$ cat src/rtl/mem_rr_arbiter.sv
// Two-requester round-robin arbiter in front of a single-port synchronous RAM.
// Define MEM_ARB_STATS_EN to add per-requester grant counters.
module mem_rr_arbiter #(
  parameter int Addr_width = 10,
  parameter int Data_width = 8,
  parameter int Cnt_width  = 16
) (
  input  logic                  clk,
  input  logic                  rst,
  input  logic                  a_req,
  input  logic                  a_we,
  input  logic [Addr_width-1:0] a_addr,
  input  logic [Data_width-1:0] a_wdata,
  output logic                  a_gnt,
  output logic                  a_rvalid,
  output logic [Data_width-1:0] a_rdata,
  input  logic                  b_req,
  input  logic                  b_we,
  input  logic [Addr_width-1:0] b_addr,
  input  logic [Data_width-1:0] b_wdata,
  output logic                  b_gnt,
  output logic                  b_rvalid,
  output logic [Data_width-1:0] b_rdata,
  output logic                  mem_rd,
  output logic                  mem_wr,
  output logic [Addr_width-1:0] mem_addr,
  output logic [Data_width-1:0] mem_din,
  input  logic [Data_width-1:0] mem_dout,
  output logic                  busy
`ifdef MEM_ARB_STATS_EN
  ,
  output logic [Cnt_width-1:0]  a_gnt_cnt,
  output logic [Cnt_width-1:0]  b_gnt_cnt
`endif
);

  typedef enum logic [1:0] {
    S_IDLE   = 2'd0,
    S_ISSUE  = 2'd1,
    S_RDWAIT = 2'd2
  } state_t;

  if (Cnt_width < 1) begin : g_bad_cnt_width
    $error("Cnt_width must be at least 1");
  end

  state_t                r_state;
  state_t                w_next_state;
  logic                  r_last_gnt_b;   // 1 = B held the most recent grant
  logic                  r_owner_b;
  logic                  r_we;
  logic [Addr_width-1:0] r_mem_addr;
  logic [Data_width-1:0] r_mem_din;
  logic                  r_a_rvalid;
  logic                  r_b_rvalid;
  logic [Data_width-1:0] r_a_rdata;
  logic [Data_width-1:0] r_b_rdata;
  logic                  w_any_req;
  logic                  w_win_b;
  logic                  w_accept;

  assign w_any_req = a_req | b_req;
  // B wins when alone, or on a tie when A was granted last.
  assign w_win_b   = b_req & (~a_req | ~r_last_gnt_b);
  assign w_accept  = (r_state == S_IDLE) & w_any_req;

  // NOTE: sequential state uses non-blocking assignments so every register
  // samples pre-edge values regardless of statement order.
  always_ff @(posedge clk) begin
    if (!rst) r_state <= S_IDLE;
    else      r_state <= w_next_state;
  end

  // NOTE: the default assignment first keeps this block free of inferred latches.
  always_comb begin
    w_next_state = r_state;
    case (r_state)
      S_IDLE:   if (w_any_req) w_next_state = S_ISSUE;
      S_ISSUE:  w_next_state = r_we ? S_IDLE : S_RDWAIT;
      S_RDWAIT: w_next_state = S_IDLE;
      default:  w_next_state = S_IDLE;
    endcase
  end

  always_comb begin
    mem_rd = (r_state == S_ISSUE) & ~r_we;
    mem_wr = (r_state == S_ISSUE) &  r_we;
    a_gnt  = (r_state == S_ISSUE) & ~r_owner_b;
    b_gnt  = (r_state == S_ISSUE) &  r_owner_b;
    busy   = (r_state != S_IDLE);
  end

  always_ff @(posedge clk) begin
    if (!rst) begin
      r_last_gnt_b <= 1'b1;
      r_owner_b    <= 1'b0;
      r_we         <= 1'b0;
      r_mem_addr   <= '0;
      r_mem_din    <= '0;
      r_a_rvalid   <= 1'b0;
      r_b_rvalid   <= 1'b0;
      r_a_rdata    <= '0;
      r_b_rdata    <= '0;
    end else begin
      r_a_rvalid <= 1'b0;
      r_b_rvalid <= 1'b0;
      if (w_accept) begin
        r_owner_b    <= w_win_b;
        r_last_gnt_b <= w_win_b;
        r_we         <= w_win_b ? b_we    : a_we;
        r_mem_addr   <= w_win_b ? b_addr  : a_addr;
        r_mem_din    <= w_win_b ? b_wdata : a_wdata;
      end
      if (r_state == S_RDWAIT) begin
        if (r_owner_b) begin
          r_b_rdata  <= mem_dout;
          r_b_rvalid <= 1'b1;
        end else begin
          r_a_rdata  <= mem_dout;
          r_a_rvalid <= 1'b1;
        end
      end
    end
  end

  assign mem_addr = r_mem_addr;
  assign mem_din  = r_mem_din;
  assign a_rvalid = r_a_rvalid;
  assign b_rvalid = r_b_rvalid;
  assign a_rdata  = r_a_rdata;
  assign b_rdata  = r_b_rdata;

`ifdef MEM_ARB_STATS_EN
  logic [Cnt_width-1:0] r_a_gnt_cnt;
  logic [Cnt_width-1:0] r_b_gnt_cnt;

  // Counted at the accepting edge, so the new value is visible with gnt.
  always_ff @(posedge clk) begin
    if (!rst) begin
      r_a_gnt_cnt <= '0;
      r_b_gnt_cnt <= '0;
    end else if (w_accept) begin
      if (w_win_b) r_b_gnt_cnt <= r_b_gnt_cnt + 1'b1;
      else         r_a_gnt_cnt <= r_a_gnt_cnt + 1'b1;
    end
  end

  assign a_gnt_cnt = r_a_gnt_cnt;
  assign b_gnt_cnt = r_b_gnt_cnt;
`endif

endmodule

$ cat config.mk
export PLATFORM = sky130hd
export DESIGN_NAME = mem_rr_arbiter
export DESIGN_NICKNAME = d
export VERILOG_FILES = /design/src/rtl/mem_rr_arbiter.sv
export SDC_FILE = /design/constraint.sdc
export NUM_CORES = 1
export LEC_CHECK = 0
export BUFFER_PORTS_ARGS = -buffer_cell sky130_fd_sc_hd__buf_4
export CAP_MARGIN = 20
export CORE_ASPECT_RATIO = 1.25
export CORE_UTILIZATION = 44
export CTS_BUF_LIST = sky130_fd_sc_hd__clkbuf_16
export CTS_CLUSTER_DIAMETER = 30
export DETAILED_ROUTE_END_ITERATION = 8
export HOLD_SLACK_MARGIN = 0.1
export PLACE_DENSITY = 0.89
export SETUP_SLACK_MARGIN = 0.2
export SLEW_MARGIN = 20
export SYNTH_ARGS = -nofsm -noshare
export SYNTH_HDL_FRONTEND = slang
export SYNTH_SLANG_ARGS = --single-unit
export TNS_END_PERCENT = 100
$ cat constraint.sdc
create_clock -name clk -period 1.3 [get_ports clk]
set_input_delay 0 -clock clk [delete_from_list [all_inputs] [get_ports clk]]
set_output_delay 0 -clock clk [all_outputs]
set_load 0.1 [all_outputs]
==> flow_summary_export.csv <==
group,metric,value,unit
finish,final_cell_mix,"92 x buf_4, 49 x dlygate4sd3_1, 36 x dfxtp_2",
drt,vias,2281,
min_path,min_to,"mem_addr[5]",
min_path,whs_path_depth,5,
sta,max_freq,0.755,GHz
sta,finalHoldViolCount,0,
worst_setup_path,path_class,"flop to flop",
clock_network,insertion_delay,0.29,ns
min_path,min_from,"a_req",
drt,drc,0,
outcome,outcome,"finished, violations left",
worst_setup_path,crit_chain,"a21boi_4, buf_4, nand2_1, a311oi_1",
clock_network,cts.clk_slew.worst_paths,0.07,ns
synthesis,ys_seq_area_frac,0.472,
power_and_ir_drop,power_density,1260,nW/um^2
worst_setup_path,cp_num_buf_inv,1,
worst_setup_path,crit_path_end_kind,"flop",
placement,numPortBuffers,90,
drt,wl_per_cell,22.7,um
worst_setup_path,arrival,1.49,ns
clock_network,cts_tree,"built",
global_routing,grt_usage,0.331,
power_and_ir_drop,leakage,1.57,nW
sta,finalCritPeriodShare,1.02,
min_path,hold_class,"primary input to flop",
clock_network,root_buffer,"clkbuf_16",
sta,fin_setup_tns,-0.0248,ns
worst_setup_path,reg2reg_from,"r_last_gnt_b",
finish,fillers,119,
sta,drv_slew,0,
drt,drt_iter0_drc,185,
sta,finalSetupViolations,1,
clock_network,cts_buffer_depth,2,
job,maxCapViolations,0,
synthesis,synth_area,1740,um^2
drt,detail-route-antenna-nets,0,
floorplanning,initial_core_util,0.460,
synthesis,yosys_warnings,0,
finish,area_growth,104,%
floorplanning,ios,91,
global_routing,grt_overflow_total,0,
power_and_ir_drop,ir_drop,0.883,mV
synthesis,syn-num-nets,241,
sta,rsz0062_at_grt,"yes",
synthesis,synth_top_flop_cell,"dfxtp_1",
worst_setup_path,required,1.46,ns
finish,fin_util,0.938,
finish,finalNetCount,391,
sta,tightest_slew,0.564,ns
floorplanning,dieArea,4210,um^2
worst_setup_path,crit_fanout,4,
floorplanning,fp-row-count,25,
global_routing,grt_pass1_vias,2092,
placement,routabilityCongestion,0.776,
worst_setup_path,r2r_setup_slack,-0.02,ns
synthesis,synth-edff-count,0,
global_routing,grt_max_degree,20,
outcome,violations,"negative setup slack",
clock_network,htreeDepth,2,
global_routing,grt_pass1_wl,10200,um
clock_network,clock-sinks,41,
floorplanning,die-width,58.3,um
clock_network,cts_buffers,5,
synthesis,ys_seq_elements,41,
sta,period_minus_slack,1.32,ns
placement,dp_hpwl,3360,um
synthesis,syn_area_per_cell,9.11,um^2
drt,drtPass1Iterations,4,
sta,skew,0.00946,ns
sta,fin_hold_ws,0.250,ns
drt,viasPerCell,5.76,
finish,drive_gt1_frac,0.579,
synthesis,postSynthCellCount,191,
worst_setup_path,cp_slowest_stage_delay,0.37,ns
synthesis,synth_cell_types,25,
sta,fin_ws,-0.0248,ns
global_routing,antenna_found_initial,0,
floorplanning,die_y,72.3,um
drt,drt_wl_total,8990,um
floorplanning,core,3780,um^2
finish,layout_commonest_cell,"buf_4",
worst_setup_path,critPathTopFamily,"compound AO/OA/AOI/OAI gates",
worst_setup_path,ff2ff_path_depth,4,
worst_setup_path,cp-start-kind,"flop",
synthesis,synth-async-reset-ratio,0,
worst_setup_path,crit_slowest_cell,"dfxtp_4",
finish,antenna_cells,0,
worst_setup_path,r2r_end,"mem_din[7]",
sta,slew_headroom,0.624,
worst max-delay path by stage:
stage | startpoint | endpoint | cells after the start
after floorplan | r_state[1] | a_gnt | 2
after global placement | r_last_gnt_b | mem_din[4] | 3
after detailed placement | r_last_gnt_b | mem_din[2] | 3
after CTS | r_state[0] | busy | 4
after global routing | r_last_gnt_b | mem_din[7] | 4
final | r_last_gnt_b | mem_din[7] | 4
power by group:
group / internal (mW) / leakage [nW] / switching [mW]
sequential: 1.37 / 0.352 / 0.0972
clock: 0.705 / 0.0696 / 0.553
combinational: 0.609 / 1.15 / 1.14
total: 2.68 / 1.57 / 1.79
synth_stat cells, types with 2 or more instances:
master,instances,share of area
dfxtp_1,41,0.47
nor2_1,21,0.045
buf_1,2,0.0043
a311oi_2,10,0.086
buf_6,2,0.013
a21oi_1,21,0.060
and3_1,2,0.0072
a311oi_1,9,0.045
mux2i_1,16,0.092
and2_1,2,0.0072
inv_1,4,0.0086
nand2_1,39,0.084
clkbuf_1,3,0.0065
buf_2,8,0.023
cell families after synthesis:
| group | Yosys count | share of synthesized area |
|---|---|---|
| and+or+nand+nor | 70 | 0.168 |
| AOI/OAI and AO/OA | 44 | 0.209 |
| DFF | 41 | 0.472 |
| buffers and inverters | 20 | 0.0597 |
| muxes | 16 | 0.0920 |
registers in the layout, summed over array words and instances, names as in the netlist:
register      cells
mem_din           8
r_we              1
b_rdata           8
a_rvalid          1
r_owner_b         1
a_rdata           8
r_last_gnt_b      1
r_state           2
mem_addr         10
b_rvalid          1
final cells by class:
class | instances | area, um^2 | area share
Tap cell | 54 | 67.6 | 0.0190
Inverter | 4 | 18.8 | 0.00529
Clock buffer | 5 | 125 | 0.0353
Multi-Input combinational cell | 131 | 995 | 0.280
Timing Repair Buffer | 158 | 1450 | 0.408
Sequential cell | 41 | 877 | 0.247
Clock inverter | 3 | 17.5 | 0.00494
repair_timing:
| item | CTS | global route |
|---|---|---|
| endpoints found under the setup margin | 34 | 42 |
| pin swaps | 2 | 21 |
| gates cloned | 2 | 3 |
| hold buffers | 49 | 0 |
| endpoints found under the hold margin | 38 | 0 |
| resized for setup | 35 | 33 |
| buffers inserted | 2 | 2 |
worst reg2reg max path: stages, from the launching register on:
cell and delay (ns):
dfxtp_4 0.37, a21boi_4 0.26, buf_4 0.19, nand2_1 0.05, a311oi_1 0.33
per-layer routing:
metal	part of all wire	vias up	global-route usage
li1	-	970	-
met1	0.33	1097	0.343
met2	0.54	168	0.651
met3	0.075	46	0.0749
met4	0.056	0	0.0899
met5	0	-	0
metrics by stage:
stage | power (mW) | instance area [um^2] | std cells | worst slack, ns
after floorplan | 2.45 | 1800 | 191 | -0.0584
after global placement | 2.78 | 2580 | 330 | 0.150
after detailed placement | 2.80 | 2580 | 330 | 0.0365
after CTS | 4.18 | 3370 | 391 | 0.109
after global routing | 4.57 | 3550 | 396 | -0.144
final | 4.47 | 3550 | 396 | -0.0248
Power figures use the tool's default switching activity.
